[config.mk]
export PLATFORM = sky130hd
export DESIGN_NAME = tcp_rx_ctrl_mp
export DESIGN_NICKNAME = d
export VERILOG_FILES = /design/src/rtl/tcp_rx_ctrl_mp_pkg.sv /design/src/rtl/tcp_rx_ctrl_mp_hs_tracker.sv /design/src/rtl/tcp_rx_ctrl_mp.sv
export SDC_FILE = /design/constraint.sdc
export NUM_CORES = 1
export LEC_CHECK = 0
export CORE_ASPECT_RATIO = 1.25
export CORE_MARGIN = 5
export CORE_UTILIZATION = 33
export DETAILED_ROUTE_END_ITERATION = 7
export PLACE_DENSITY = 0.86
export SLEW_MARGIN = 20
export SYNTH_ARGS = -nofsm -noshare
export SYNTH_HDL_FRONTEND = slang
export SYNTH_SLANG_ARGS = --single-unit
[constraint.sdc]
create_clock -name clk -period 2.05 [get_ports clk]
set_clock_uncertainty 0.2 [all_clocks]
set_input_delay 0.41 -clock clk [delete_from_list [all_inputs] [get_ports clk]]
set_output_delay 0.41 -clock clk [all_outputs]
set_load 0.05 [all_outputs]
[src/rtl/tcp_rx_ctrl_mp_pkg.sv]
// Shared types and constants for the TCP receive control path:
// the FSM state encoding and the malloc attempt counter width.
package tcp_rx_ctrl_mp_pkg;

    localparam int MALLOC_RETRY_W = 4;

    typedef enum logic [3:0] {
        LOOKUP        = 4'd0,
        NEW_FLOW_REQ  = 4'd1,
        NEW_FLOW_WAIT = 4'd2,
        RD_STATE      = 4'd3,
        MALLOC_REQ    = 4'd4,
        MALLOC_RESP   = 4'd5,
        CALC          = 4'd6,
        WB_STATE      = 4'd7,
        WB_PAYLOAD    = 4'd8,
        SCHED         = 4'd9,
        PKT_OUT       = 4'd10
    } state_e;

    // True when another malloc attempt is still allowed after a failure.
    // cnt holds the number of failed attempts before the current one.
    function automatic logic retry_allowed(input logic [MALLOC_RETRY_W-1:0] cnt,
                                           input int max_attempts);
        return (int'(cnt) + 1) < max_attempts;
    endfunction

endpackage

[src/rtl/tcp_rx_ctrl_mp_hs_tracker.sv]
// Sticky per-port completion tracker: each port's bit latches once its
// handshake fires and the whole set clears whenever the owning state is left.
module multi_port_hs_tracker #(
    parameter int N = 1
) (
    input  logic         clk,
    input  logic         rst,
    input  logic         active,
    input  logic [N-1:0] fire,
    output logic [N-1:0] done,
    output logic         all_done
);

    always_ff @(posedge clk or negedge rst) begin
        if (!rst) begin
            done <= '0;
        end else if (!active) begin
            done <= '0;
        end else begin
            done <= done | fire;
        end
    end

    // Includes this cycle's handshakes so the owner can leave on the last one.
    assign all_done = active & (&(done | fire));

endmodule

[src/rtl/tcp_rx_ctrl_mp.sv]
// Per-packet control FSM for the TCP receive path. Statistics counters are
// built only when TCP_RX_CTRL_STATS_EN is defined; otherwise they read 0.
module tcp_rx_ctrl_mp
    import tcp_rx_ctrl_mp_pkg::*;
#(
    parameter int NUM_RD_PORTS     = 4,
    parameter int NUM_WR_PORTS     = 3,
    parameter int MALLOC_RETRY_MAX = 4
) (
    input  logic                    clk,
    input  logic                    rst,

    input  logic                    rx_tcp_hdr_val,
    output logic                    rx_hdr_rdy,

    output logic                    read_flow_cam_val,
    input  logic                    read_flow_cam_hit,
    output logic                    store_flowid_cam,

    output logic                    slow_path_val,
    input  logic                    slow_path_rdy,
    input  logic                    slow_path_done_val,
    output logic                    slow_path_done_rdy,

    output logic [NUM_RD_PORTS-1:0] st_rd_req_val,
    input  logic [NUM_RD_PORTS-1:0] st_rd_req_rdy,
    input  logic [NUM_RD_PORTS-1:0] st_rd_resp_val,
    output logic [NUM_RD_PORTS-1:0] st_rd_resp_rdy,

    output logic                    malloc_req_val,
    input  logic                    malloc_req_rdy,
    input  logic                    malloc_resp_val,
    input  logic                    malloc_resp_ok,
    output logic                    malloc_resp_rdy,

    output logic [NUM_WR_PORTS-1:0] st_wr_req_val,
    input  logic [NUM_WR_PORTS-1:0] st_wr_req_rdy,

    input  logic                    datap_ctrl_payload_accepted,
    output logic                    buf_store_wr_req_val,
    input  logic                    buf_store_wr_req_rdy,

    output logic                    sched_update_val,
    input  logic                    sched_update_rdy,
    output logic                    tcp_rx_dst_hdr_val,
    input  logic                    dst_tcp_rx_hdr_rdy,

    output logic                    ctrl_datap_save_input,
    output logic [NUM_RD_PORTS-1:0] ctrl_datap_save_flow_state,
    output logic                    ctrl_datap_save_malloc_resp,
    output logic                    ctrl_datap_save_calcs,
    output logic                    ctrl_datap_drop,

    output logic [31:0]             pkt_cnt,
    output logic [31:0]             drop_cnt,

    output logic [3:0]              fsm_state
);

    state_e                    state;
    logic                      drop;
    logic [MALLOC_RETRY_W-1:0] attempt_cnt;

    logic                      in_rd;
    logic                      in_wb;
    logic [NUM_RD_PORTS-1:0]   rd_req_done;
    logic [NUM_RD_PORTS-1:0]   rd_resp_done;
    logic [NUM_WR_PORTS-1:0]   wr_done;
    logic [NUM_RD_PORTS-1:0]   rd_req_fire;
    logic [NUM_RD_PORTS-1:0]   rd_resp_fire;
    logic [NUM_WR_PORTS-1:0]   wr_fire;
    logic                      rd_req_all;
    logic                      rd_resp_all;
    logic                      wr_all;
    logic                      store_needed;
    logic                      retry_ok;
    logic                      drop_decision;
    logic                      pkt_done;

    assign in_rd = (state == RD_STATE);
    assign in_wb = (state == WB_STATE);

    // A response is only acknowledged on a port whose request already went out.
    assign st_rd_req_val  = in_rd ? ~rd_req_done : '0;
    assign st_rd_resp_rdy = in_rd ? (rd_req_done & ~rd_resp_done) : '0;
    assign st_wr_req_val  = in_wb ? ~wr_done : '0;

    assign rd_req_fire  = st_rd_req_val & st_rd_req_rdy;
    assign rd_resp_fire = st_rd_resp_rdy & st_rd_resp_val;
    assign wr_fire      = st_wr_req_val & st_wr_req_rdy;

    assign ctrl_datap_save_flow_state = rd_resp_fire;

    multi_port_hs_tracker #(.N(NUM_RD_PORTS)) u_rd_req_trk (
        .clk      (clk),
        .rst      (rst),
        .active   (in_rd),
        .fire     (rd_req_fire),
        .done     (rd_req_done),
        .all_done (rd_req_all)
    );

    multi_port_hs_tracker #(.N(NUM_RD_PORTS)) u_rd_resp_trk (
        .clk      (clk),
        .rst      (rst),
        .active   (in_rd),
        .fire     (rd_resp_fire),
        .done     (rd_resp_done),
        .all_done (rd_resp_all)
    );

    multi_port_hs_tracker #(.N(NUM_WR_PORTS)) u_wr_trk (
        .clk      (clk),
        .rst      (rst),
        .active   (in_wb),
        .fire     (wr_fire),
        .done     (wr_done),
        .all_done (wr_all)
    );

    assign store_needed  = datap_ctrl_payload_accepted & ~drop;
    assign retry_ok      = retry_allowed(attempt_cnt, MALLOC_RETRY_MAX);
    assign drop_decision = (state == MALLOC_RESP) & malloc_resp_val & ~malloc_resp_ok & ~retry_ok;
    assign pkt_done      = (state == PKT_OUT) & dst_tcp_rx_hdr_rdy;

    always_ff @(posedge clk or negedge rst) begin
        if (!rst) begin
            state       <= LOOKUP;
            drop        <= 1'b0;
            attempt_cnt <= '0;
        end else begin
            case (state)
                LOOKUP: begin
                    if (rx_tcp_hdr_val) begin
                        drop        <= 1'b0;
                        attempt_cnt <= '0;
                        state       <= read_flow_cam_hit ? RD_STATE : NEW_FLOW_REQ;
                    end
                end
                NEW_FLOW_REQ: begin
                    if (slow_path_rdy) state <= NEW_FLOW_WAIT;
                end
                NEW_FLOW_WAIT: begin
                    // The header is still pending upstream and is looked up again.
                    if (slow_path_done_val) state <= LOOKUP;
                end
                RD_STATE: begin
                    if (rd_req_all && rd_resp_all) state <= MALLOC_REQ;
                end
                MALLOC_REQ: begin
                    if (malloc_req_rdy) state <= MALLOC_RESP;
                end
                MALLOC_RESP: begin
                    if (malloc_resp_val) begin
                        if (malloc_resp_ok) begin
                            state <= CALC;
                        end else if (retry_ok) begin
                            attempt_cnt <= attempt_cnt + 1'b1;
                            state       <= MALLOC_REQ;
                        end else begin
                            drop  <= 1'b1;
                            state <= CALC;
                        end
                    end
                end
                CALC: begin
                    state <= WB_STATE;
                end
                WB_STATE: begin
                    if (wr_all) state <= WB_PAYLOAD;
                end
                WB_PAYLOAD: begin
                    if (!store_needed || buf_store_wr_req_rdy) state <= SCHED;
                end
                SCHED: begin
                    if (sched_update_rdy) state <= PKT_OUT;
                end
                PKT_OUT: begin
                    if (dst_tcp_rx_hdr_rdy) state <= LOOKUP;
                end
                default: begin
                    state <= LOOKUP;
                end
            endcase
        end
    end

    always_comb begin
        rx_hdr_rdy                  = 1'b0;
        read_flow_cam_val           = 1'b0;
        store_flowid_cam            = 1'b0;
        ctrl_datap_save_input       = 1'b0;
        slow_path_val               = 1'b0;
        slow_path_done_rdy          = 1'b0;
        malloc_req_val              = 1'b0;
        malloc_resp_rdy             = 1'b0;
        ctrl_datap_save_malloc_resp = 1'b0;
        ctrl_datap_save_calcs       = 1'b0;
        buf_store_wr_req_val        = 1'b0;
        sched_update_val            = 1'b0;
        tcp_rx_dst_hdr_val          = 1'b0;
        case (state)
            LOOKUP: begin
                rx_hdr_rdy            = 1'b1;
                ctrl_datap_save_input = 1'b1;
                store_flowid_cam      = 1'b1;
                read_flow_cam_val     = rx_tcp_hdr_val;
            end
            NEW_FLOW_REQ:  slow_path_val      = 1'b1;
            NEW_FLOW_WAIT: slow_path_done_rdy = 1'b1;
            MALLOC_REQ:    malloc_req_val     = 1'b1;
            MALLOC_RESP: begin
                malloc_resp_rdy             = 1'b1;
                ctrl_datap_save_malloc_resp = 1'b1;
            end
            CALC:          ctrl_datap_save_calcs = 1'b1;
            WB_PAYLOAD:    buf_store_wr_req_val  = store_needed;
            SCHED:         sched_update_val      = 1'b1;
            PKT_OUT:       tcp_rx_dst_hdr_val    = 1'b1;
            default: ;
        endcase
    end

    assign ctrl_datap_drop = drop & (state inside {CALC, WB_STATE, WB_PAYLOAD, SCHED, PKT_OUT});
    assign fsm_state       = state;

`ifdef TCP_RX_CTRL_STATS_EN
    logic [31:0] pkt_q;
    logic [31:0] drop_q;

    always_ff @(posedge clk or negedge rst) begin
        if (!rst) begin
            pkt_q  <= '0;
            drop_q <= '0;
        end else begin
            if (pkt_done)      pkt_q  <= pkt_q + 32'd1;
            if (drop_decision) drop_q <= drop_q + 32'd1;
        end
    end

    assign pkt_cnt  = pkt_q;
    assign drop_cnt = drop_q;
`else
    logic unused_stats;
    assign unused_stats = pkt_done ^ drop_decision;
    assign pkt_cnt      = '0;
    assign drop_cnt     = '0;
`endif

endmodule

Yosys cells after proc, flatten, opt, wreduce, memory -nomap -nowiden
Index checks and enable logic that the tools add are counted.

Output and inout port bits: 97. Word-level logic and storage cells: 100. Input port bits: 24. Register bits: 20.

Multiplexer cells: 40. Reductions and logical operators: 12. Add/sub/neg operators: 2. Equality and inequality tests: 23. Bitwise operators: 16. $lt $le $gt $ge: 1.

Operator list (number): $mux W4 (18); $pmux W4 S11 (1); $ne A2 B2 Y1 const B (11); $eq A4 B3 Y1 const B (4); $mux W1 (14); $and A4 B4 Y4 (3); $eq A4 B4 Y1 const B (3); $reduce_and A10 Y1 (1); $reduce_and A5 Y1 (2); $eq A4 B2 Y1 const B (2); $not A4 Y4 (2); $or A4 B4 Y4 (2); $pmux W4 S2 (1); $reduce_and A4 Y1 (2); $mux W2 (3); $mux W3 (2); $add A4 B1 Y5 const B (1); $and A1 B1 Y1 (5); $lt A5 B3 Y1 const B (1); $reduce_bool A5 Y1 (1); $add A4 B1 Y4 const B (1); $eq A4 B1 Y1 const B (1); $logic_not A4 Y1 (1); $ne A2 B1 Y1 const B (2); other kinds (10) (10).

Depth between registers and ports, before layout
Depth in word-level cells: 10. Gate-level depth with buffers: 7.

Modules after synthesis
From an unflattened synthesis, not the netlist that was laid out.

Cell total of the unflattened synthesis: 207. Area total of the unflattened synthesis: 1821.7 sq um.

Modules (own cells, without submodules): tcp_rx_ctrl_mp (instances 1, cells each 178, area an instance 1400.1 sq um); multi_port_hs_tracker (u_rd_req_trk ...) (instances 2, cells each 11, area an instance 151.4 sq um); multi_port_hs_tracker (u_wr_trk) (instances 1, cells each 7, area an instance 118.9 sq um).

Worst setup path before layout
OpenSTA, ideal clock, no wires.

Path kind: register -> output. Start: register state[1], in the netlist fsm_state[1]. End: output ctrl_datap_save_flow_state[1]. Cell stages (with the launch flop): 6. Path slack: -1.664 ns. Data required time: 1.440 ns. Data arrival time: 3.104 ns. Cell sequence: dfrtp_1 -> buf_2 -> clkbuf_8 -> nand4_1 -> nor3b_1 -> and2_1.

Cells in the longest elaborated chain, start to end: 3.

Ends and longest elaborated chain: start: declaration (RTL line tcp_rx_ctrl_mp.sv:60) `state_e state;`; start signal: assignment (RTL line tcp_rx_ctrl_mp.sv:137) `state <= read_flow_cam_hit ? RD_STATE : NEW_FLOW_REQ;`; $eq A4 B2 Y1 (RTL line tcp_rx_ctrl_mp.sv:80) `assign in_rd = (state == RD_STATE);`; $mux W4 (RTL line tcp_rx_ctrl_mp.sv:85) `assign st_rd_resp_rdy = in_rd ? (rd_req_done & ~rd_resp_done) : '0;`; named net st_rd_resp_rdy[1] (RTL line tcp_rx_ctrl_mp.sv:28) `output logic [NUM_RD_PORTS-1:0] st_rd_resp_rdy,`; $and A4 B4 Y4 (RTL line tcp_rx_ctrl_mp.sv:89) `assign rd_resp_fire = st_rd_resp_rdy & st_rd_resp_val;`; end: declaration (RTL line tcp_rx_ctrl_mp.sv:49) `output logic [NUM_RD_PORTS-1:0] ctrl_datap_save_flow_state,`.

The timed path passes the listed nets, and every way through them passes these cells.

Final worst setup path
Start: register state[2], in the netlist fsm_state[2]. End: register state[1], in the netlist fsm_state[1].

Cells in the longest elaborated chain, start to end: 9. Elaborated cells on any way between the ends: 39. Those cells by class: eq/ne (20); mux (4); bitwise (9); reduce/logical (6).

Ends and longest elaborated chain: $eq A4 B2 Y1 (RTL line tcp_rx_ctrl_mp.sv:80, tcp_rx_ctrl_mp.sv:132); $mux W4, on equally long branches (RTL line tcp_rx_ctrl_mp.sv:84, tcp_rx_ctrl_mp.sv:85); $and A4 B4 Y4, on equally long branches (RTL line tcp_rx_ctrl_mp.sv:88, tcp_rx_ctrl_mp.sv:89); $or A4 B4 Y4 (RTL line tcp_rx_ctrl_mp_hs_tracker.sv:25) `assign all_done = active & (&(done | fire));`; $reduce_and A4 Y1 (RTL line tcp_rx_ctrl_mp_hs_tracker.sv:25); $and A1 B1 Y1 (RTL line tcp_rx_ctrl_mp_hs_tracker.sv:25); $logic_and A1 B1 Y1 (RTL line tcp_rx_ctrl_mp.sv:148) `if (rd_req_all && rd_resp_all) state <= MALLOC_REQ;`; $ne A2 B1 Y1 (no source line); $reduce_and A10 Y1 (no source line).

Parallel ways exist; a longest one is shown, timed or not. A chain may end at the register's enable or synchronous reset.

==> run summary <==
## Run status
- finished, violations left — result of the run
- negative setup slack — violated checks

## Floorplan
- 5410 um2 — total core area
- 121 — total I/O pin count
- 7110 um2 — area enclosed by the die boundary
- 30 — Std-Cell Rows
- 93.0 um — die height
- 33.7% — initial standard-cell utilization of the core
- 76.4 um — chip width

## Yosys
- 20 — post-synthesis register bit count
- 0 — total number of yosys warnings
- 8.31 um2 — Post-Syn Area per Cell
- 0 — Post-synth EDFFs
- 48 — number of distinct library cells after synthesis
- 27.5% — part of the Yosys area used for sequential elements
- 100% — async set or reset register ratio after synthesis
- dfrtp_1 — leading register cell type out of synthesis
- 1820 um2 — combined area of all synthesized cells
- 219 — Syn Inst Count

## Final layout
- 3320 um2 — Post-Layout Inst Area
- 355 — Final Net Count
- 45.3% — share of layout cells above drive strength 1
- 82.3% — area overhead of the layout relative to synthesis
- 0 — ANT cells

## Clock tree
- 0.26 ns — later-pin clock latency in the skew report
- yes — clock tree from TritonCTS
- 3 — number of clock buffers inserted by TritonCTS
- 20 — number of sinks driven by the clock tree
- 0.08 ns — clock transition at the registers of the reported paths
- 1 — count of H-tree levels built during CTS
- 2 — number of buffers between clock root and the deepest sink
- 0 — number of buffers inserted for hold repair after clock tree synthesis
- clkbuf_8 — CTS root buffer

## Detailed routing
- 1.99 mm — M1 WL
- met4 — highest routed metal layer
- 75 — number of DRC violations after detailed-routing iteration 0
- 0 — Antenna Violating Nets Remaining
- 4.59 — number of vias per cell after detailed routing
- 0 — post-detailed-route DRC marker count
- 1805 — via count
- 424 um — WL met3
- 3.28 mm — routed wl met2
- 4 — first-pass detailed-route iteration total
- 14.8 um — average wire length per cell after detail routing
- 5.82 mm — total wirelength of the detailed-routed design

## Worst setup path
- 0.46 ns — Critical Path Max Stage Delay
- 1 — Buf/Inv on CP
- dfrtp_2 — cell type of the slowest stage on the worst timing path
- 6 — peak fanout along the critical path
- fsm_state[2] — worst setup path startpoint
- 2.19 ns — data arrival at the endpoint of the critical path
- compound AO/OA/AOI/OAI gates — largest delay contributor family on the critical path
- buf_4 > or3_4 > a211o_4 > o2111ai_4 > a21o_2 > mux2_4 — Critical Path, Cell by Cell
- flop — kind of start point of the critical path
- flop to flop — Crit Path Category
- 1.99 ns — Crit path required time
- flop — CP endpoint kind
- fsm_state[2] — Worst R2R Start

## Pwr
- 1230 nW/um2 — power density cells
- 0.687 mV — largest voltage drop on the vdd net
- 0.00150 uW — Static Leakage
- 4100 uW — Overall Power

## Run
- 0 — max-cap check violation count

## STA
- 0 — final-report max-slew violation count
- yes — RSZ-0062 raised after global routing
- 0 — total count of hold-check failures in the final report
- 33 — Finish-stage setup viols
- 110% — share of the cycle needed by the critical path after routing
- 0.444 GHz — Max Clock Freq
- 2.25 ns — post-route minimum period
- -0.204 ns — worst setup slack after layout

## Global routing
- 8.73 mm — first-pass GRT wire length
- 0 — number of antenna violations at the first check in global routing
- 1829 — number of global-route vias before repair
- 21 — largest net degree at the start of global routing
- 14.7% — overall routing resource usage
- 0 — remaining global-route overflow

## Placed design
- 56 — number of port buffers
- -0.483 ns — pre-CTS setup slack
- 4.08 mm — HPWL after detailed placement
- 0.887 — final weighted congestion of routability-driven global placement
- 2890 um2 — Cell Area, Placed

## Worst hold path
- input pin to asynchronous set/reset pin — hold crit path type

[cell usage after synthesis, drive strengths merged (2+ instances only)]
| master | number | area share, % |
|---|---|---|
| and2 | 5 | 1.7 |
| or3 | 2 | 0.69 |
| a21oi | 11 | 3.0 |
| nor2 | 36 | 7.6 |
| inv | 6 | 1.2 |
| nand2 | 6 | 1.2 |
| mux2 | 2 | 1.2 |
| a211o | 2 | 1.0 |
| nor3 | 5 | 1.4 |
| dfrtp | 20 | 27 |
| clkbuf | 4 | 2.5 |
| o22ai | 3 | 1.0 |
| nand2b | 4 | 1.8 |
| nand3b | 2 | 0.82 |
| o21a | 2 | 0.82 |
| o21ai | 8 | 2.4 |
| nor3b | 7 | 2.9 |
| nand3 | 2 | 0.55 |
| buf | 70 | 29 |
| a21boi | 2 | 0.83 |
| a211oi | 2 | 0.82 |
| nand4 | 2 | 0.69 |
[report_power, final]
part / leakage [uW] / total [uW] / internal, uW / switching, uW
Combinational: 0.00120 / 3110 / 1480 / 1630
Sequential: 0.000263 / 597 / 473 / 124
Clock: 0.0000357 / 395 / 260 / 134
Total: 0.00150 / 4100 / 2210 / 1880
[cell families after synthesis]
kind of cell	after synthesis	synth area share, %
adder cells (fa/ha/maj)	1	0.687
AND/OR/NAND/NOR	76	22.2
flip-flops	20	27.5
other	1	0.206
buffers and inverters	80	32.9
AO/OA/AOI/OAI	39	15.3
multiplexers	2	1.24
[through the flow]
stage	setup TNS (ns)	util, %	hold slack, ns	cells
after floorplan	-12.47	-	-0.0856	282
after global placement	-2.16	53.4	0.299	366
after detailed placement	-2.37	53.4	0.329	366
after CTS	-2.50	59.7	0.305	388
after global routing	-5.39	61.4	0.337	393
final	-3.68	61.4	0.303	393
[cells in the final DEF, fill, tap and decap left out, types with 2 or more instances in the layout]
| cell | count |
|---|---|
| conb_1 | 64 |
| buf_4 | 46 |
| buf_12 | 35 |
| nor2_1 | 25 |
| clkdlybuf4s50_1 | 21 |
| dfrtp_1 | 16 |
| buf_6 | 12 |
| nor2_4 | 10 |
| a21oi_1 | 10 |
| o21ai_0 | 6 |
| nand2_1 | 5 |
| nand2b_4 | 4 |
| nor3b_4 | 4 |
| and2_4 | 4 |
| dfrtp_2 | 4 |
| inv_1 | 3 |
| o22ai_1 | 3 |
| clkbuf_8 | 3 |
| nand4_1 | 2 |
| nor3_4 | 2 |
| clkinvlp_4 | 2 |
| nand3_1 | 2 |
| nor3b_1 | 2 |
| o21ai_2 | 2 |
| nand3b_1 | 2 |
| a211oi_1 | 2 |
| nor3_1 | 2 |
| o21a_1 | 2 |
| dlygate4sd2_1 | 2 |
[flip-flops by register name (all words and copies together) (netlist names)]
name,cells
attempt_cnt,4
drop,1
fsm_state,4
u_wr_trk.done,3
u_rd_req_trk.done,4
u_rd_resp_trk.done,4
[worst register-to-register path: stages (launching register included)]
cell	delay, ns
dfrtp_2	0.46
buf_4	0.16
or3_4	0.40
a211o_4	0.37
o2111ai_4	0.11
a21o_2	0.16
mux2_4	0.30
[worst paths after layout]
kind                                     to  slack (ns)  depth (start not counted)
max                            fsm_state[1]       -0.20                          6
min                        u_wr_trk.done[0]        0.30                          2
max reg2reg                    fsm_state[1]       -0.20                          6
min reg2reg                  attempt_cnt[2]        0.34                          1
max in group asynchronous      fsm_state[1]        1.10                          2
min in group clk             attempt_cnt[2]        0.34                          1
[repair_timing]
action,in CTS,in global routing
setup buffers,18,7
endpoints found under the setup margin,29,35
resized for setup,33,13
pin swaps,6,13
[metal layers]
layer  track usage, %  vias to the layer above
met5                0                        -
met2             27.9                       91
met3             3.08                       10
met4             4.81                        0
li1                 -                      831
met1             16.1                      873
[layout make-up]
class                      count  area, um2
clock buffer                   3       41.3
sequential                    20        505
clock inverter                 1       30.0
multi-input combinational    182       1210
inverter                       6       30.0
timing repair buffer         117       1420
tap                           64       80.1
fill                         412       2090
Power figures use the tool's default switching activity.
